File: src/rtl/demod_pkg.sv
// Shared types and constants for the AM demodulator control slice.
// Holds state encoding, default tuning and datapath field widths.
package demod_pkg;

  localparam int PHI_W = 32;
  localparam int DEC_W = 16;

  localparam logic [PHI_W-1:0] DEFAULT_PHI = 32'd343597384;
  localparam logic [DEC_W-1:0] DEFAULT_DEC = 16'd125;

  typedef enum logic [1:0] {
    ST_FLUSH  = 2'd0,
    ST_SETTLE = 2'd1,
    ST_RUN    = 2'd2
  } state_t;

  function automatic logic cfg_legal(
    input logic [PHI_W-1:0] phi,
    input logic [DEC_W-1:0] dec,
    input logic [DEC_W-1:0] lo,
    input logic [DEC_W-1:0] hi
  );
    return (phi != '0) && (dec >= lo) && (dec <= hi);
  endfunction

endpackage

File: src/rtl/demod_ctrl_edge_sync.sv
// Two-flop synchronizer plus rising-edge detect for a slow async strobe.
// The pulse is seen by the consuming flop on the third clk edge after the rise.
module edge_sync (
  input  logic clk,
  input  logic rst,
  input  logic async_in,
  output logic rise
);

  logic s1;
  logic s2;
  logic s3;

  always_ff @(posedge clk) begin
    if (rst) begin
      s1 <= 1'b0;
      s2 <= 1'b0;
      s3 <= 1'b0;
    end else begin
      s1 <= async_in;
      s2 <= s1;
      s3 <= s2;
    end
  end

  assign rise = s2 & ~s3;

endmodule

File: src/rtl/demod_ctrl.sv
// Retune sequencer for the NCO/CIC/FIR demodulator datapath.
// Flushes the datapath, waits for the FIR to settle, then serves requests.
module demod_ctrl
  import demod_pkg::*;
#(
  parameter logic [PHI_W-1:0] DEF_PHI        = DEFAULT_PHI,
  parameter logic [DEC_W-1:0] DEF_DEC        = DEFAULT_DEC,
  parameter int               MIN_DEC        = 8,
  parameter int               MAX_DEC        = 1024,
  parameter int               FLUSH_CYCLES   = 16,
  parameter int               SETTLE_SAMPLES = 4,
  parameter int               TIMEOUT        = 4096
) (
  input  logic             clk,
  input  logic             rst,
  input  logic             cfg_valid,
  output logic             cfg_ready,
  input  logic [PHI_W-1:0] cfg_phi_inc,
  input  logic [DEC_W-1:0] cfg_dec_ratio,
  input  logic             demod_clk_in,
  output logic             dp_rst,
  output logic [PHI_W-1:0] phi_inc,
  output logic [DEC_W-1:0] dec_ratio,
  output logic             demod_valid,
  output logic             cfg_err,
  output logic             timeout_err,
  output logic [1:0]       state_o
);

  localparam int CNT_W = 16;
  localparam int ECN_W = 8;

  localparam logic [CNT_W-1:0] FLUSH_LAST =
    CNT_W'(FLUSH_CYCLES - 1);
  localparam logic [CNT_W-1:0] TMO_LAST =
    CNT_W'(TIMEOUT - 1);
  localparam logic [ECN_W-1:0] SETTLE_LAST =
    ECN_W'(SETTLE_SAMPLES - 1);
  localparam logic [DEC_W-1:0] DEC_LO = DEC_W'(MIN_DEC);
  localparam logic [DEC_W-1:0] DEC_HI = DEC_W'(MAX_DEC);

  state_t           state;
  logic [CNT_W-1:0] cyc_cnt;
  logic [ECN_W-1:0] edge_cnt;
  logic             dclk_rise;
  logic             req_ok;

  edge_sync u_dclk_sync (
    .clk      (clk),
    .rst      (rst),
    .async_in (demod_clk_in),
    .rise     (dclk_rise)
  );

  assign req_ok =
    cfg_legal(cfg_phi_inc, cfg_dec_ratio, DEC_LO, DEC_HI);

  assign state_o = state;

  // cyc_cnt times both the flush hold and the settle watchdog
  always_ff @(posedge clk) begin
    if (rst) begin
      state       <= ST_FLUSH;
      dp_rst      <= 1'b1;
      phi_inc     <= DEF_PHI;
      dec_ratio   <= DEF_DEC;
      demod_valid <= 1'b0;
      cfg_ready   <= 1'b0;
      cfg_err     <= 1'b0;
      timeout_err <= 1'b0;
      cyc_cnt     <= '0;
      edge_cnt    <= '0;
    end else begin
      cfg_err     <= 1'b0;
      timeout_err <= 1'b0;
      unique case (state)
        ST_FLUSH: begin
          if (cyc_cnt == FLUSH_LAST) begin
            state    <= ST_SETTLE;
            dp_rst   <= 1'b0;
            cyc_cnt  <= '0;
            edge_cnt <= '0;
          end else begin
            cyc_cnt <= cyc_cnt + 1'b1;
          end
        end
        ST_SETTLE: begin
          if (dclk_rise) begin
            cyc_cnt  <= '0;
            edge_cnt <= edge_cnt + 1'b1;
            if (edge_cnt == SETTLE_LAST) begin
              state       <= ST_RUN;
              demod_valid <= 1'b1;
              cfg_ready   <= 1'b1;
              edge_cnt    <= '0;
            end
          end else if (cyc_cnt == TMO_LAST) begin
            timeout_err <= 1'b1;
            state       <= ST_FLUSH;
            dp_rst      <= 1'b1;
            cyc_cnt     <= '0;
            edge_cnt    <= '0;
          end else begin
            cyc_cnt <= cyc_cnt + 1'b1;
          end
        end
        ST_RUN: begin
          if (cfg_valid) begin
            if (req_ok) begin
              phi_inc     <= cfg_phi_inc;
              dec_ratio   <= cfg_dec_ratio;
              state       <= ST_FLUSH;
              dp_rst      <= 1'b1;
              demod_valid <= 1'b0;
              cfg_ready   <= 1'b0;
              cyc_cnt     <= '0;
              edge_cnt    <= '0;
            end else begin
              cfg_err <= 1'b1;
            end
          end
        end
        default: begin
          state       <= ST_FLUSH;
          dp_rst      <= 1'b1;
          demod_valid <= 1'b0;
          cfg_ready   <= 1'b0;
          cyc_cnt     <= '0;
          edge_cnt    <= '0;
        end
      endcase
    end
  end

endmodule

File: config.mk
export PLATFORM = sky130hd
export DESIGN_NAME = demod_ctrl
export DESIGN_NICKNAME = d
export VERILOG_FILES = /design/src/rtl/demod_pkg.sv /design/src/rtl/demod_ctrl_edge_sync.sv /design/src/rtl/demod_ctrl.sv
export SDC_FILE = /design/constraint.sdc
export NUM_CORES = 1
export LEC_CHECK = 0
export BUFFER_PORTS_ARGS = -buffer_cell sky130_fd_sc_hd__buf_2
export CAP_MARGIN = 20
export CORE_UTILIZATION = 50
export DETAILED_ROUTE_END_ITERATION = 6
export PLACE_DENSITY = 0.77
export SYNTH_ARGS = -nofsm -noshare
export SYNTH_HDL_FRONTEND = slang
export SYNTH_HIERARCHICAL = 1
export SYNTH_SLANG_ARGS = --single-unit
export TNS_END_PERCENT = 5
File: constraint.sdc
create_clock -name clk -period 2.8 [get_ports clk]
set_input_delay 0.14 -clock clk [delete_from_list [all_inputs] [get_ports clk]]
set_output_delay 0.14 -clock clk [all_outputs]
set_load 0.01 [all_outputs]
# Word level (Yosys, flattened, before mapping)

Cells that the tools add are included.

Input bits: 52
Word-level logic and storage cells: 81
Register bits: 81
Output and inout port bits: 55

Equality and inequality tests: 14
Magnitude comparators: 2
Bitwise operators: 6
Muxes and demuxes: 33
Add/sub/neg operators: 2
Reduce and logical (&&, ||, !) cells: 12

Operators with widths:

| operator                                                                            | number |
|---|---|
| 16-bit 2-to-1 mux                                                                   | 5 |
| 8-bit 2-to-1 mux                                                                    | 6 |
| 16-bit one-hot mux with 3 select lines                                              | 1 |
| 32-bit nonzero test                                                                 | 1 |
| 8-bit one-hot mux with 3 select lines                                               | 1 |
| 16-bit by 1-bit adder with 16-bit output (second input constant)                    | 1 |
| 16-bit by 12-bit == test with 1-bit output (second input constant)                  | 1 |
| 16-bit by 4-bit == test with 1-bit output (second input constant)                   | 1 |
| 16-bit by 4-bit >= comparator with 1-bit output (second input constant)             | 1 |
| 16-bit by 11-bit less-or-equal comparator with 1-bit output (second input constant) | 1 |
| 5-bit AND reduction                                                                 | 3 |
| 2-bit != test (second input constant)                                               | 7 |
| 2-bit 2-to-1 mux                                                                    | 6 |
| 1-bit 2-to-1 mux                                                                    | 11 |
| 8-bit by 1-bit adder with 8-bit output (second input constant)                      | 1 |
| 8-bit by 2-bit == test with 1-bit output (second input constant)                    | 1 |
| 3-bit != test (second input constant)                                               | 2 |
| 1-bit one-hot mux with 3 select lines                                               | 2 |
| 2-bit one-hot mux with 3 select lines                                               | 1 |
| 3-bit OR reduction                                                                  | 2 |
| 1-bit inverter                                                                      | 5 |
| 4-bit AND reduction                                                                 | 1 |
| 3-bit AND reduction                                                                 | 1 |
| 2-bit by 1-bit == test with 1-bit output (second input constant)                    | 1 |
| other kinds (5)                                                                     | 6 |

# Logic depth before layout (Yosys ltp)

Depth in word-level cells: 6
Gate-level depth with buffers: 9

# Hierarchy

The synthesis kept the hierarchy.

Modules (own cells, without submodules):

| module     | instances | cells an instance | seq. area each (um2) | area an instance (um2) |
|---|---|---|---|---|
| demod_ctrl | 1         | 359               | 1561.5               | 3326.9 |
| edge_sync  | 1         | 7                 | 60.1                 | 87.6 |

# Worst setup path after synthesis

OpenSTA, ideal clock, no wires.

Kind: flip-flop to flip-flop
From: register edge_cnt[0]
To: register edge_cnt[0]
Period minus slack after synthesis: 2.140 ns
Path slack: 0.660 ns
Stages on the path, launching flop included: 7
Buffers on the path: 0
Data arrival time: 1.998 ns
Setup time: 0.142 ns
Cell sequence: dfxtp_1 ha_1 or4b_2 nor4_1 nor3_1 o31ai_1 a21oi_1

Cells in the longest elaborated chain, start to end: 4

RTL lines:

| element                                                                                                   | line                               | text |
|---|---|---|
| start: declaration                                                                                        | demod_ctrl.sv:44                   | `logic [ECN_W-1:0] edge_cnt;` |
| start signal: assignment                                                                                  | demod_ctrl.sv:90                   | `edge_cnt <= edge_cnt + 1'b1;` |
| 8-bit by 1-bit adder with 8-bit output / 8-bit by 2-bit == test with 1-bit output (equally long branches) | demod_ctrl.sv:90, demod_ctrl.sv:91 |  |
| 8-bit 2-to-1 mux (*)                                                                                      | demod_ctrl.sv:91                   | `if (edge_cnt == SETTLE_LAST) begin` |
| 8-bit 2-to-1 mux (*)                                                                                      | demod_ctrl.sv:88                   | `if (dclk_rise) begin` |
| 8-bit one-hot mux with 3 select lines (*)                                                                 | demod_ctrl.sv:76                   | `unique case (state)` |

Every way passes the cells marked *; elsewhere a longest branch is shown, timed or not.
A chain may end at the register's enable or synchronous reset.

# Worst setup path after layout

From: register cyc_cnt[0]
To: register cyc_cnt[3]

Cells in the longest elaborated chain, start to end: 4

RTL lines:

| element                                                                                                       | line                                                  | text |
|---|---|---|
| start: declaration                                                                                            | demod_ctrl.sv:43                                      | `logic [CNT_W-1:0] cyc_cnt;` |
| start signal: assignment                                                                                      | demod_ctrl.sv:84                                      | `cyc_cnt <= cyc_cnt + 1'b1;` |
| start signal: assignment                                                                                      | demod_ctrl.sv:104                                     | `cyc_cnt <= cyc_cnt + 1'b1;` |
| 16-bit by 1-bit adder with 16-bit output / 16-bit by 12-bit == test with 1-bit output (equally long branches) | demod_ctrl.sv:84, demod_ctrl.sv:104, demod_ctrl.sv:97 |  |
| 16-bit 2-to-1 mux                                                                                             | demod_ctrl.sv:97                                      | `end else if (cyc_cnt == TMO_LAST) begin` |
| 16-bit 2-to-1 mux                                                                                             | demod_ctrl.sv:88                                      |  |
| 16-bit one-hot mux with 3 select lines (*)                                                                    | demod_ctrl.sv:76                                      |  |

Marks and branches as above.

==> reports/summary.txt <==
Crit path max fanout -> 17
Clock transition time at the flip-flop clock pins of the worst setup and hold paths -> 0.08 ns
Horiz. Die Dim -> 84.6 um
Final weighted congestion in routability-driven placement -> 0.789
Area growth from synthesis to final layout -> 24.9%
Complex-gate fraction of the synthesized area -> 0.118
Worst Reg2Reg Path Length in Cells -> 7
Unique masters post-synth -> 40
Quantity of I/O buffers inserted on ports -> 106
Number of setup violations in the final report -> 0
Number of buffers created by CTS -> 9
Cell depth of the worst hold path -> 3
Wirelength, routed -> 7910 um
Startpoint kind of the worst setup timing path -> flop
Result of the run -> complete, but fails checks
Final Worst Setup Slack -> 0.255 ns
DP HPWL -> 5710 um
Via total after detailed routing -> 3,087
Portion of netlist area occupied by mux cells -> 0.129
Buffer depth of the longest clock path -> 2
Core outline area -> 6460 um2
Initial Utilization -> 0.529
MaxCap Viol Count -> 0
Min cycle time layout -> 2.54 ns
Global routing usage summed across all routing layers -> 0.231
Number of I/O pins -> 107
Critical Path Sink Type -> flop
TritonCTS Sinks -> 81
WS Path Type -> flop to flop
Die Outline Area -> 7160 um2
Per-cell via count in the routed design -> 5.59
Count of mapped cells out of synthesis -> 366
Hold Fails Final Rpt -> 0
PostCTS Resize Cnt -> 0
Total negative slack -> 0 ns
Die Y-Extent -> 84.6 um
Share of the cycle needed by the critical path after routing -> 0.909
Post-CTS setup repair buffer count -> 0
Average routed wire per standard cell -> 14.3 um
WHS Endpoint -> phi_inc[15]
Largest net degree at the start of global routing -> 35
Seq/Total Area, Yosys -> 0.475
Maximum operating frequency -> 0.393 GHz
Final Hold Slack -> 0.0108 ns
Count of synthesis-stage warnings from yosys -> 6
RSZ-0062 raised after global routing -> no
Pins Over Slew Limit -> 0
Fraction of the mapped netlist area in simple logic gates -> 0.228
Storage element area -> 1620 um2
Worst r2r dst -> cyc_cnt[3]
Pre-CTS setup slack -> 0.283 ns
Combinational family with the most area after synthesis -> simple AND/OR/NAND/NOR gates
Area after DPL -> 4020 um2
R2r setup slk -> 0.26 ns
Congestion Overflow GR -> 0
Number of hold buffers added after cts -> 0
Mapped Area -> 3410 um2
Cell leakage power -> 1.65 nW
Post-layout nets -> 524
Ratio of cells with drive above 1 in the final layout -> 0.300
Worst-skew pair later-pin latency -> 0.35 ns
Overall power -> 2.81 mW
Global-route wire length before repair -> 13,100 um
Class of the worst hold path -> input pin to flop
Synth Area in XOR/XNOR -> 0.00257
Flop and latch count out of synthesis -> 81
Area of the multi-input gates -> 1660 um2
Adder-cell area share of the yosys netlist -> 0.00733
Data arrival at the endpoint of the critical path -> 2.80 ns
Largest voltage drop on the vdd net -> 0.000363 V
Layout filler cell count -> 531
Power density cells -> 658 nW/um2
Worst r2r src -> cyc_cnt[0]
Number of antenna violations at the first check in global routing -> 1
DRT iter0 DRCs -> 164
H-tree depth -> 3
Mean post-synth cell area -> 9.33 um2
Required time of the worst setup path -> 3.05 ns
Remaining max-slew budget at the tightest pin -> 0.368
DRT Pass-1 Iters -> 6
Violated checks -> DRC
Number of nets still failing antenna checks after routing -> 0
Number of DRC violations after detailed routing -> 6
TritonCTS clock tree -> yes
Root buffer cell -> clkbuf_8
Post-synth net total -> 420
Vias in the first global route -> 2,912
Final design instance area without fill -> 4270 um2
Origin of the worst min-delay path -> cfg_phi_inc[15]
Row Count -> 29
Clock Skew -> 0.00915 ns
Slew of the pin with the lowest slew margin -> 0.944 ns
-- worst max-delay path, cell delays in order, from the launching register on --
cell and delay, ns:
dfxtp_1 0.34, ha_1 0.25, and4_1 0.21, nand4_1 0.12, a22oi_1 0.12, nor2_1 0.73, nor2_2 0.35, a211oi_1 0.33
-- power by group --
group,internal [mW],switching [mW]
Clock,0.593,0.428
Sequential,1.19,0.0495
Combinational,0.187,0.358
Total,1.97,0.835
-- layout make-up --
type	count	share of cell area
Clock buffer	9	0.0290
Timing Repair Buffer	114	0.144
Inverter	8	0.00704
Tap cell	77	0.0226
Antenna cell	1	0.000587
Clock inverter	6	0.0270
Sequential cell	81	0.380
Multi-Input combinational cell	256	0.389
-- cells in the mapped netlist --
cell type,instances,share of area
a211oi_1,12,0.026
a211oi_2,2,0.0073
a21oi_1,10,0.015
a22oi_1,1,0.0022
a311oi_1,1,0.0026
a31oi_1,2,0.0037
and2_1,6,0.011
and3_1,6,0.011
and4_1,3,0.0077
buf_2,8,0.012
buf_4,1,0.0022
buf_6,2,0.0066
clkbuf_1,10,0.011
dfxtp_1,81,0.47
ha_1,2,0.0073
inv_1,8,0.0088
mux2i_1,44,0.13
nand2_1,33,0.036
nand2b_1,1,0.0018
nand3_1,5,0.0073
nand3b_1,1,0.0022
nand4_1,6,0.011
nor2_1,33,0.036
nor2_2,2,0.0037
nor2b_1,3,0.0055
nor2b_2,1,0.0026
nor3_1,10,0.015
nor4_1,15,0.027
o211a_1,1,0.0029
o21ai_0,16,0.023
o21ai_2,2,0.0051
o21ba_2,1,0.0029
o31a_1,1,0.0026
o31ai_1,11,0.024
or2_2,2,0.0037
or3_1,12,0.022
or4_1,8,0.018
or4_4,1,0.0033
or4b_2,1,0.0029
xnor2_1,1,0.0026
-- flip-flops by register name, summed over array words and instances, names as in the netlist --
register,flops
state_o,2
u_dclk_sync/s3,1
dec_ratio,16
dp_rst,1
edge_cnt,8
timeout_err,1
demod_valid,1
cyc_cnt,16
cfg_err,1
phi_inc,32
u_dclk_sync/s2,1
u_dclk_sync/s1,1
-- metrics by stage --
stage / utilization / cells
2_1_floorplan: - / 366
4_1_cts: 0.660 / 551
3_5_place_dp: 0.623 / 536
6_report: 0.660 / 552
5_1_grt: 0.660 / 552
3_3_place_gp: 0.623 / 536
-- cell families after synthesis --
group,after synthesis
DFF,81
AOI/OAI and AO/OA,60
and+or+nand+nor,149
buffers and inverters,29
muxes,44
xor gates and xnor gates,1
adders and majority gates,2
-- routing by layer --
layer | part of all wire | vias to the layer above | track usage
met5 | 0 | - | 0
met4 | 0.027 | 0 | 0.109
met3 | 0.048 | 17 | 0.0590
met2 | 0.48 | 89 | 0.392
met1 | 0.45 | 1440 | 0.272
li1 | - | 1541 | -
-- worst max-delay path by stage --
stage / startpoint / endpoint / slack (ns) / depth (start not counted)
final: cyc_cnt[0] / cyc_cnt[3] / 0.26 / 7
after global routing: cyc_cnt[0] / edge_cnt[3] / 0.004 / 7
after CTS: cyc_cnt[0] / edge_cnt[3] / 0.27 / 7
after detailed placement: cfg_dec_ratio[6] / cyc_cnt[11] / 0.28 / 8
after global placement: cfg_dec_ratio[11] / cyc_cnt[11] / 0.35 / 8
after floorplan: edge_cnt[0] / edge_cnt[0] / 0.66 / 6
-- cells in the final DEF (no fill, tap or decap), types with 3 or more instances in the layout --
cell type,Yosys,layout
dfxtp_1,81,81
buf_2,8,106
bufinv_16,0,3
a211oi_1,12,12
nor4_1,15,15
nor2_1,33,33
nor3_1,10,9
o21ai_0,16,16
inv_1,8,8
nand2_1,33,33
mux2i_1,44,44
a21oi_1,10,10
buf_4,1,6
and4_1,3,3
nor2b_1,3,3
and3_1,6,6
nand4_1,6,6
or4_1,8,8
or3_1,12,12
clkbuf_8,0,9
o31ai_1,11,11
nand3_1,5,5
and2_1,6,6
No activity file was read; power rests on OpenSTA's default activity.
